$ cat src/rtl/rvv_backend_div_array_if.sv
// Handshake and data bus between the DIV reservation station / ROB and the
// divider array.
//   in_valid/in_ready          : uop issue handshake
//   in_signed/in_rem           : signed mode, remainder select
//   in_a/in_b/in_tag           : dividend, divisor, opaque uop tag
//   out_valid/out_ready        : in-order result retire handshake
//   out_data/out_tag           : quotient or remainder, tag of retiring uop
// master = RS/ROB side, slave = divider array.
interface rvv_backend_div_array_if #(
  parameter int DW   = 32,
  parameter int TAGW = 5
) ();
  logic            in_valid;
  logic            in_ready;
  logic            in_signed;
  logic            in_rem;
  logic [DW-1:0]   in_a;
  logic [DW-1:0]   in_b;
  logic [TAGW-1:0] in_tag;
  logic            out_valid;
  logic            out_ready;
  logic [DW-1:0]   out_data;
  logic [TAGW-1:0] out_tag;

  modport master (
    output in_valid, in_signed, in_rem, in_a, in_b, in_tag, out_ready,
    input  in_ready, out_valid, out_data, out_tag
  );

  modport slave (
    input  in_valid, in_signed, in_rem, in_a, in_b, in_tag, out_ready,
    output in_ready, out_valid, out_data, out_tag
  );
endinterface

$ cat src/rtl/rvv_backend_div_array.sv
// Multi-lane iterative integer divider array for the RVV DIV path.
// Uops are accepted one per cycle and dispatched round-robin to NUM_LANE
// radix-2 restoring divider lanes; results retire strictly in issue order.
//   clk, rst   : clock, synchronous active-high reset
//   dif        : slave side of the issue/retire bus (see interface file)
//   lane_busy  : per-lane "not IDLE" status
module rvv_backend_div_array #(
  parameter int NUM_LANE = 2,
  parameter int DW       = 32,
  parameter int TAGW     = 5
) (
  input  logic                    clk,
  input  logic                    rst,
  rvv_backend_div_array_if.slave  dif,
  output logic [NUM_LANE-1:0]     lane_busy
);

  localparam int PW = (NUM_LANE > 1) ? $clog2(NUM_LANE) : 1;
  localparam int CW = $clog2(DW);
  localparam logic [DW-1:0] INT_MIN = {1'b1, {(DW-1){1'b0}}};

  typedef enum logic [1:0] {IDLE, BUSY, DONE} lane_state_e;

  lane_state_e     state     [NUM_LANE];
  lane_state_e     state_nxt [NUM_LANE];
  logic [CW-1:0]   cnt       [NUM_LANE];
  logic [DW-1:0]   prem      [NUM_LANE];
  logic [DW-1:0]   quo       [NUM_LANE];
  logic [DW-1:0]   bmag      [NUM_LANE];
  logic [DW-1:0]   res       [NUM_LANE];
  logic [DW-1:0]   prem_nxt  [NUM_LANE];
  logic [DW-1:0]   quo_nxt   [NUM_LANE];
  logic [DW:0]     shifted   [NUM_LANE];
  logic [DW:0]     diff      [NUM_LANE];
  logic            neg_q     [NUM_LANE];
  logic            neg_r     [NUM_LANE];
  logic            sel_rem   [NUM_LANE];
  logic [TAGW-1:0] tag       [NUM_LANE];

  logic [PW-1:0]   issue_ptr;
  logic [PW-1:0]   retire_ptr;
  logic [DW-1:0]   hold_data;
  logic [TAGW-1:0] hold_tag;

  logic signed [DW-1:0] a_s;
  logic signed [DW-1:0] b_s;
  logic            a_neg;
  logic            b_neg;
  logic            b_zero;
  logic            ovf;
  logic            early;
  logic [DW-1:0]   early_res;
  logic            accept;
  logic            retire;

  function automatic logic [DW-1:0] cond_neg(input logic [DW-1:0] x, input logic neg);
    return neg ? -x : x;
  endfunction

  function automatic logic [PW-1:0] ptr_inc(input logic [PW-1:0] p);
    return (p == PW'(NUM_LANE - 1)) ? '0 : p + PW'(1);
  endfunction

  // Issue decode: operand signs and the two early-out cases
  assign a_s    = dif.in_a;
  assign b_s    = dif.in_b;
  assign a_neg  = dif.in_signed & a_s[DW-1];
  assign b_neg  = dif.in_signed & b_s[DW-1];
  assign b_zero = (dif.in_b == '0);
  assign ovf    = dif.in_signed & (dif.in_a == INT_MIN) & (&dif.in_b);
  assign early  = b_zero | ovf;

  always_comb begin
    early_res = '0;
    if (b_zero) early_res = dif.in_rem ? dif.in_a : '1;
    else        early_res = dif.in_rem ? '0 : dif.in_a;
  end

  // in_ready and out_valid look only at registered lane state, so a lane
  // freed by retire this cycle is not offered for issue until next cycle.
  assign dif.in_ready  = (state[issue_ptr] == IDLE);
  assign dif.out_valid = (state[retire_ptr] == DONE);
  assign dif.out_data  = dif.out_valid ? res[retire_ptr] : hold_data;
  assign dif.out_tag   = dif.out_valid ? tag[retire_ptr] : hold_tag;
  assign accept        = dif.in_valid & dif.in_ready;
  assign retire        = dif.out_valid & dif.out_ready;

  always_comb begin
    for (int i = 0; i < NUM_LANE; i++) lane_busy[i] = (state[i] != IDLE);
  end

  // One restoring step per lane: shift in the next dividend bit (MSB first)
  // and subtract the divisor magnitude if it fits.
  always_comb begin
    for (int i = 0; i < NUM_LANE; i++) begin
      shifted[i]  = {prem[i], quo[i][DW-1]};
      diff[i]     = shifted[i] - {1'b0, bmag[i]};
      prem_nxt[i] = shifted[i][DW-1:0];
      quo_nxt[i]  = {quo[i][DW-2:0], 1'b0};
      if (shifted[i] >= {1'b0, bmag[i]}) begin
        prem_nxt[i] = diff[i][DW-1:0];
        quo_nxt[i]  = {quo[i][DW-2:0], 1'b1};
      end
    end
  end

  // Lane FSM next state
  always_comb begin
    for (int i = 0; i < NUM_LANE; i++) begin
      state_nxt[i] = state[i];
      case (state[i])
        IDLE: if (accept && issue_ptr == PW'(i)) state_nxt[i] = early ? DONE : BUSY;
        BUSY: if (cnt[i] == CW'(DW - 1)) state_nxt[i] = DONE;
        DONE: if (retire && retire_ptr == PW'(i)) state_nxt[i] = IDLE;
        default: state_nxt[i] = IDLE;
      endcase
    end
  end

  // Control registers
  always_ff @(posedge clk) begin
    if (rst) begin
      for (int i = 0; i < NUM_LANE; i++) state[i] <= IDLE;
      issue_ptr  <= '0;
      retire_ptr <= '0;
      hold_data  <= '0;
      hold_tag   <= '0;
    end else begin
      for (int i = 0; i < NUM_LANE; i++) state[i] <= state_nxt[i];
      if (accept) issue_ptr  <= ptr_inc(issue_ptr);
      if (retire) retire_ptr <= ptr_inc(retire_ptr);
      // Remember what was last presented so the bus holds while idle.
      if (dif.out_valid) begin
        hold_data <= res[retire_ptr];
        hold_tag  <= tag[retire_ptr];
      end
    end
  end

  // Lane datapath: load on accept, iterate while BUSY, sign-fix on last step
  always_ff @(posedge clk) begin
    for (int i = 0; i < NUM_LANE; i++) begin
      if (accept && issue_ptr == PW'(i)) begin
        tag[i]     <= dif.in_tag;
        sel_rem[i] <= dif.in_rem;
        cnt[i]     <= '0;
        prem[i]    <= '0;
        quo[i]     <= cond_neg(dif.in_a, a_neg);
        bmag[i]    <= cond_neg(dif.in_b, b_neg);
        neg_q[i]   <= a_neg ^ b_neg;
        neg_r[i]   <= a_neg;
        res[i]     <= early_res;
      end else if (state[i] == BUSY) begin
        prem[i] <= prem_nxt[i];
        quo[i]  <= quo_nxt[i];
        cnt[i]  <= cnt[i] + CW'(1);
        if (cnt[i] == CW'(DW - 1))
          res[i] <= sel_rem[i] ? cond_neg(prem_nxt[i], neg_r[i])
                               : cond_neg(quo_nxt[i], neg_q[i]);
      end
    end
  end

endmodule
$ cat src/flat_wrapper.sv
// flat-port wrapper written by rule: the top's interface ports become plain ports
module rvv_backend_div_array_flat 
#(
  parameter int NUM_LANE = 2,
  parameter int DW       = 32,
  parameter int TAGW     = 5
)
  (clk, rst, lane_busy, dif_in_valid, dif_in_signed, dif_in_rem, dif_in_a, dif_in_b, dif_in_tag, dif_out_ready, dif_in_ready, dif_out_valid, dif_out_data, dif_out_tag);
  rvv_backend_div_array_if #(.DW(DW), .TAGW(TAGW)) dif_i ();
  input  logic clk;
  input  logic rst;
  output logic [NUM_LANE-1:0] lane_busy;
  input wire logic [$bits(dif_i.in_valid)-1:0] dif_in_valid;
  input wire logic [$bits(dif_i.in_signed)-1:0] dif_in_signed;
  input wire logic [$bits(dif_i.in_rem)-1:0] dif_in_rem;
  input wire logic [$bits(dif_i.in_a)-1:0] dif_in_a;
  input wire logic [$bits(dif_i.in_b)-1:0] dif_in_b;
  input wire logic [$bits(dif_i.in_tag)-1:0] dif_in_tag;
  input wire logic [$bits(dif_i.out_ready)-1:0] dif_out_ready;
  output wire logic [$bits(dif_i.in_ready)-1:0] dif_in_ready;
  output wire logic [$bits(dif_i.out_valid)-1:0] dif_out_valid;
  output wire logic [$bits(dif_i.out_data)-1:0] dif_out_data;
  output wire logic [$bits(dif_i.out_tag)-1:0] dif_out_tag;
  assign dif_i.in_valid = dif_in_valid;
  assign dif_i.in_signed = dif_in_signed;
  assign dif_i.in_rem = dif_in_rem;
  assign dif_i.in_a = dif_in_a;
  assign dif_i.in_b = dif_in_b;
  assign dif_i.in_tag = dif_in_tag;
  assign dif_i.out_ready = dif_out_ready;
  assign dif_in_ready = dif_i.in_ready;
  assign dif_out_valid = dif_i.out_valid;
  assign dif_out_data = dif_i.out_data;
  assign dif_out_tag = dif_i.out_tag;
  rvv_backend_div_array #(.NUM_LANE(NUM_LANE), .DW(DW), .TAGW(TAGW)) u_core (.clk(clk), .rst(rst), .dif(dif_i), .lane_busy(lane_busy));
endmodule
$ cat config.mk
export PLATFORM = sky130hd
export DESIGN_NAME = rvv_backend_div_array_flat
export DESIGN_NICKNAME = d
export VERILOG_FILES = /design/src/rtl/rvv_backend_div_array_if.sv /design/src/rtl/rvv_backend_div_array.sv /design/src/flat_wrapper.sv
export SDC_FILE = /design/constraint.sdc
export NUM_CORES = 1
export LEC_CHECK = 0
export ABC_CLOCK_PERIOD_IN_PS = 6000
export CORE_UTILIZATION = 30
export CTS_BUF_LIST = sky130_fd_sc_hd__clkbuf_2 sky130_fd_sc_hd__clkbuf_4 sky130_fd_sc_hd__clkbuf_8
export CTS_CLUSTER_SIZE = 20
export DETAILED_ROUTE_END_ITERATION = 16
export GPL_ROUTABILITY_DRIVEN = 0
export HOLD_SLACK_MARGIN = 0.06
export PLACE_DENSITY_LB_ADDON = 0.12
export SETUP_SLACK_MARGIN = 0.5
export SYNTH_ARGS = -nofsm -noshare
export SYNTH_HDL_FRONTEND = slang
export SYNTH_SLANG_ARGS = --single-unit
$ cat constraint.sdc
create_clock -name clk -period 6 [get_ports clk]
set_clock_uncertainty 0.2 [all_clocks]
set_input_delay 0.6 -clock clk [delete_from_list [all_inputs] [get_ports clk]]
set_output_delay 0.6 -clock clk [all_outputs]
set_load 0.01 [all_outputs]
======== Yosys cells after proc, flatten, opt, wreduce, memory -nomap -nowiden ========
Memories as Yosys holds them, arrays and structs flattened. A register that Yosys moved wholly into a read port is not among the register bits.
Index checks and enable logic that the tools add are counted.
W data, S select, Z words.
operators by class
  magnitude comparators ................... 2
  multiplexer cells ....................... 82
  bitwise gates (word level) .............. 20
  $add $sub $neg .......................... 12
  equality and inequality tests ........... 8
  reductions and logical operators ........ 16
operators by type and width
  operator                count
  $mux W32                21
  $neg A32 Y32            6
  $ge A33 B32 Y1          2
  $sub A32 B32 Y32        2
  $mux W1                 46
  $eq A32 B32 Y1 const B  1
  $logic_not A32 Y1       1
  $reduce_and A32 Y1      1
  $reduce_or A32 Y1       1
  $mux W5                 4
  $mux W2                 9
  $pmux W2 S3             2
  $or A1 B1 Y1            11
  $add A5 B1 Y5 const B   2
  $eq A5 B5 Y1 const B    2
  $and A1 B1 Y1           6
  $eq A2 B2 Y1 const B    3
  $logic_not A2 Y1        3
  $reduce_or A5 Y1        1
  $eq A2 B1 Y1 const B    2
  $logic_and A1 B1 Y1     4
  $reduce_bool A2 Y1      2
  $reduce_or A1 Y1        3
  $add A1 B1 Y1 const B   2
  2 further kinds         3
word-level totals
  memory bits (writable) .................. 286
  memories kept ........................... 10
  output and inout bits ................... 41
  flip-flop bits (word level) ............. 39
memories
  name         words  bits a word  read ports  clocked after memory_dff  write ports  RTL line                     text
  u_core.bmag  2      32           2           0                         1            rvv_backend_div_array.sv:29  logic [DW-1:0] bmag [NUM_LANE];
  u_core.prem  2      32           2           0                         2            rvv_backend_div_array.sv:27  logic [DW-1:0] prem [NUM_LANE];
  u_core.quo   2      32           2           0                         2            rvv_backend_div_array.sv:28  logic [DW-1:0] quo [NUM_LANE];
  u_core.res   2      32           1           1                         2            rvv_backend_div_array.sv:30  logic [DW-1:0] res [NUM_LANE];
  u_core.cnt   2      5            2           0                         2            rvv_backend_div_array.sv:26  logic [CW-1:0] cnt [NUM_LANE];
  u_core.tag   2      5            1           1                         1            rvv_backend_div_array.sv:38  logic [TAGW-1:0] tag [NUM_LANE];
  +4 memories  --     --           --          --                        --           --

======== Depth between registers and ports, before layout ========
  word-level depth ........................ 8
  gate-level depth with buffers ........... 23
  mapped depth without buffers ............ 19

======== Worst setup path before layout ========
OpenSTA, ideal clock, no wires.
  path type ............................... reg-to-reg
  start point ............................. memory u_core.prem[0][3]
  end point ............................... memory u_core.res[0][12] (data pin)
  period minus slack after synthesis ...... 5.313 ns
  slack ................................... 0.687 ns
  path buffers ............................ 4
  arrival time ............................ 4.846 ns
  stages on the path, launching flop included .. 23
  cells stage by stage .................... edfxtp_1 ha_1 buf_2 a21o_1 a31o_1 o21ai_2 a2111oi_4 o21ai_2 nand2_1 buf_4 buf_1 clkbuf_1 nand2_1 o21ai_0 ha_1 nand2_1 or4_1 a211oi_1 a41oi_1 o31ai_1 xor2_1 a211oi_1 a21oi_1
RTL lines
  element      RTL line
  from (decl)  rvv_backend_div_array.sv:27
  to (decl)    rvv_backend_div_array.sv:30

==> run_results.csv <==
group,metric,value,unit
synthesis,synthCells,2609,
synthesis,synth-seq-cells,327,
finish,final_nets,2848,
setup_path,crit_path_cell_trace,"ha_2, a21o_1, a31oi_1, o221a_2, a2111oi_4, o21ai_2, nand2_2, inv_2, mux2i_2, ha_1, nand2_1, or4_1, a211oi_2, a32oi_1, nand2_1, xor2_1, a21oi_1, a21oi_1",
route,vias,21004,
floorplanning,rows,102,
route,drtPass1Iterations,6,
pwr,p_seq_frac,0.345,
timing,tightest_slew,1230,ps
route,via_per_inst,5.55,
route,ant_nets,0,
timing,min_period_over_period,0.875,
floorplanning,start_util,0.303,
place,io_buffers,115,
synthesis,avgSynthCellArea,9.02,um^2
setup_path,path_class,"flop to flop",
clocking,cts_htree_levels,2,
route,wl_per_cell,24.1,um
floorplanning,die_height,282,um
floorplanning,core,77600,um^2
synthesis,ys_async_sr_fraction,0,
global_route,first_global_vias,19898,
route,drc_errors,0,
clocking,cts_sinks,327,
place,hpwl,70500,um
global_route,grt_max_degree,93,
synthesis,yosys_warnings,0,
outcome,status,"finished, final reports clean",
pwr,sw_frac_of_total,0.426,
timing,rsz0062_at_grt,"false",
synthesis,synth.area.top_cells,"edfxtp_1, a21oi_1, nor2_1",
setup_path,slowest_delay,590,ps
min_path,hold_class,"input port to flop",
clocking,cts_tree,"done",
clocking,clk_pin_slew_worst_paths,60,ps
clocking,root_buffer,"clkbuf_8",
timing,fin_crit,5250,ps
finish,areaGrowthSynthToFinish,14.8,%
timing,setup_tns,0,ps
clocking,cts-buffers-inserted,61,
synthesis,syn_area,23500,um^2
clocking,clk_latency,710,ps
setup_path,worstSetupEndpointType,"flop",
pwr,p_int,5210,uW
global_route,grt_usage,0.223,
timing,setup_viol,0,
finish,drive_gt1_frac,0.0875,
floorplanning,die_area,79600,um^2
setup_path,cp-start-kind,"flop",
timing,slew_viol_final,0,
pwr,switching_power,3860,uW
setup_path,required,6290,ps
global_route,antenna_found_initial,2,
timing,fmax,190,MHz
synthesis,synth_fp_nets,2765,
job,cap_violations,0,
finish,n_antenna_cell,0,
clocking,clockBufferDepth,3,
timing,hold_violations,0,
setup_path,arrival,5540,ps
floorplanning,die_w,282,um
clocking,postCtsHoldBufs,0,
pwr,powerDensity,336,nW/um^2
pwr,peakVddDrop,0.184,mV
global_route,grt_pass1_wl,132000,um
synthesis,yosysTopAreaCell,"edfxtp_1",
timing,maxSlewHeadroom,0.175,
setup_path,crit_path_max_fanout,9,
pwr,p_clk_frac,0.239,
global_route,overflow,0,
floorplanning,io_pins,116,
pwr,p_leak,0.00963,uW
route,drt_wl_total,91000,um
synthesis,synth-edff-count,282,
timing,hold_slack,270,ps
synthesis,ys_seq_area_frac,0.398,
synthesis,synth.top_cell.area_share,0.360,
synthesis,synth-main-ff-cell,"edfxtp_1",
route,drt_iter0_markers,1972,
setup_path,crit_slowest_cell,"or4_1",
synthesis,ys_types,103,
finish,final_common_cell,"nor2_1",
finish,final_cell_mix,"nor2_1, edfxtp_1, a21oi_1",
pwr,power_frac_comb,0.416,
## sequential cells by signal, summed over array words and instances, names as in the netlist, named ones only
register and cells:
u_core.bmag 64, u_core.cnt 10, u_core.hold_data 32, u_core.hold_tag 5
u_core.issue_ptr 1, u_core.neg_q 2, u_core.neg_r 2, u_core.prem 64
u_core.quo 64, u_core.res 64, u_core.retire_ptr 1, u_core.sel_rem 2
u_core.state 4, u_core.tag 10
## worst paths after layout
kind,start,to,slack (ps),cells past startpoint
max,u_core.prem[0][5],u_core.res[0][16],750,18
min,dif_in_tag[4],u_core.tag[1][4],270,1
max reg2reg,u_core.prem[0][5],u_core.res[0][16],750,18
min reg2reg,u_core.state[0][1],u_core.state[0][0],350,1
## timing repair
action,CTS,global route
endpoints found under the hold margin,0,0
setup buffers,0,3
gates resized for setup,0,17
endpoints found under the setup margin,0,12
## cells by family (layout without fill, tap and decap cells)
kind of cell    count (synthesis)  after routing  synth area share
fa+ha+maj                      81             81            0.0437
flops                         327            327             0.398
xor+xnor                      202            202            0.0752
compound gates                764            764             0.212
mux                            93             93            0.0400
buf+inv                       253            386            0.0448
simple gates                  889            889             0.187
## power by group through the flow
stage / clock [uW] / combinational (uW) / sequential [uW]
3_3_place_gp: 0 / 3720 / 3160
5_1_grt: 2320 / 4070 / 3160
6_report: 2170 / 3770 / 3130
4_1_cts: 2250 / 3730 / 3120
3_5_place_dp: 0 / 3710 / 3160
2_1_floorplan: 0 / 2460 / 3080
## routing by layer
layer | global-route usage | wire (um) | vias up
met5 | 0 | 0 | -
met4 | 0.0688 | 2670 | 0
met3 | 0.0354 | 5520 | 108
met2 | 0.362 | 41600 | 770
met1 | 0.303 | 41200 | 10291
li1 | - | - | 9835
## cell type report
type                            count  area [um^2]
Fill cell                        8063        50600
Multi-Input combinational cell   2029        13200
Sequential cell                   327         9370
Timing Repair Buffer              169         1560
Tap cell                         1040         1300
Clock buffer                       80          995
Inverter                          104          393
Clock inverter                     33          186
## synthesized netlist by cell type (all sizes together), types with 32 or more instances
| master | instances |
|---|---|
| edfxtp | 282 |
| dfxtp | 45 |
| buf | 61 |
| xnor2 | 109 |
| ha | 79 |
| nor2b | 56 |
| clkbuf | 88 |
| nor2 | 312 |
| nand2 | 176 |
| nand3 | 45 |
| inv | 104 |
| xor2 | 93 |
| o31ai | 33 |
| or3 | 35 |
| nor3 | 54 |
| o21ai | 183 |
| mux2i | 85 |
| nand4 | 45 |
| o211ai | 32 |
| a21oi | 265 |
## metrics by stage
stage	total power, uW	cells	area (um^2)	utilization	setup WS, ps
6_report	9070	3782	27000	0.348	748
5_1_grt	9560	3782	27000	0.348	517
4_1_cts	9090	3779	26900	0.347	610
3_5_place_dp	6870	3666	25800	0.332	637
3_3_place_gp	6870	3666	25800	0.332	768
2_1_floorplan	5550	2609	23500	-	687
## critical path, delay by kind of cell, from the launching register on
kind                     cells  cell delay, ps
multiplexers                 1             230
adder cells (fa/ha/maj)      2             650
buffers and inverters        1              70
XOR/XNOR                     1             240
AND/OR/NAND/NOR              4             990
flip-flops                   1             450
AO/OA/AOI/OAI                9            2230
No activity file was read; power rests on OpenSTA's default activity.
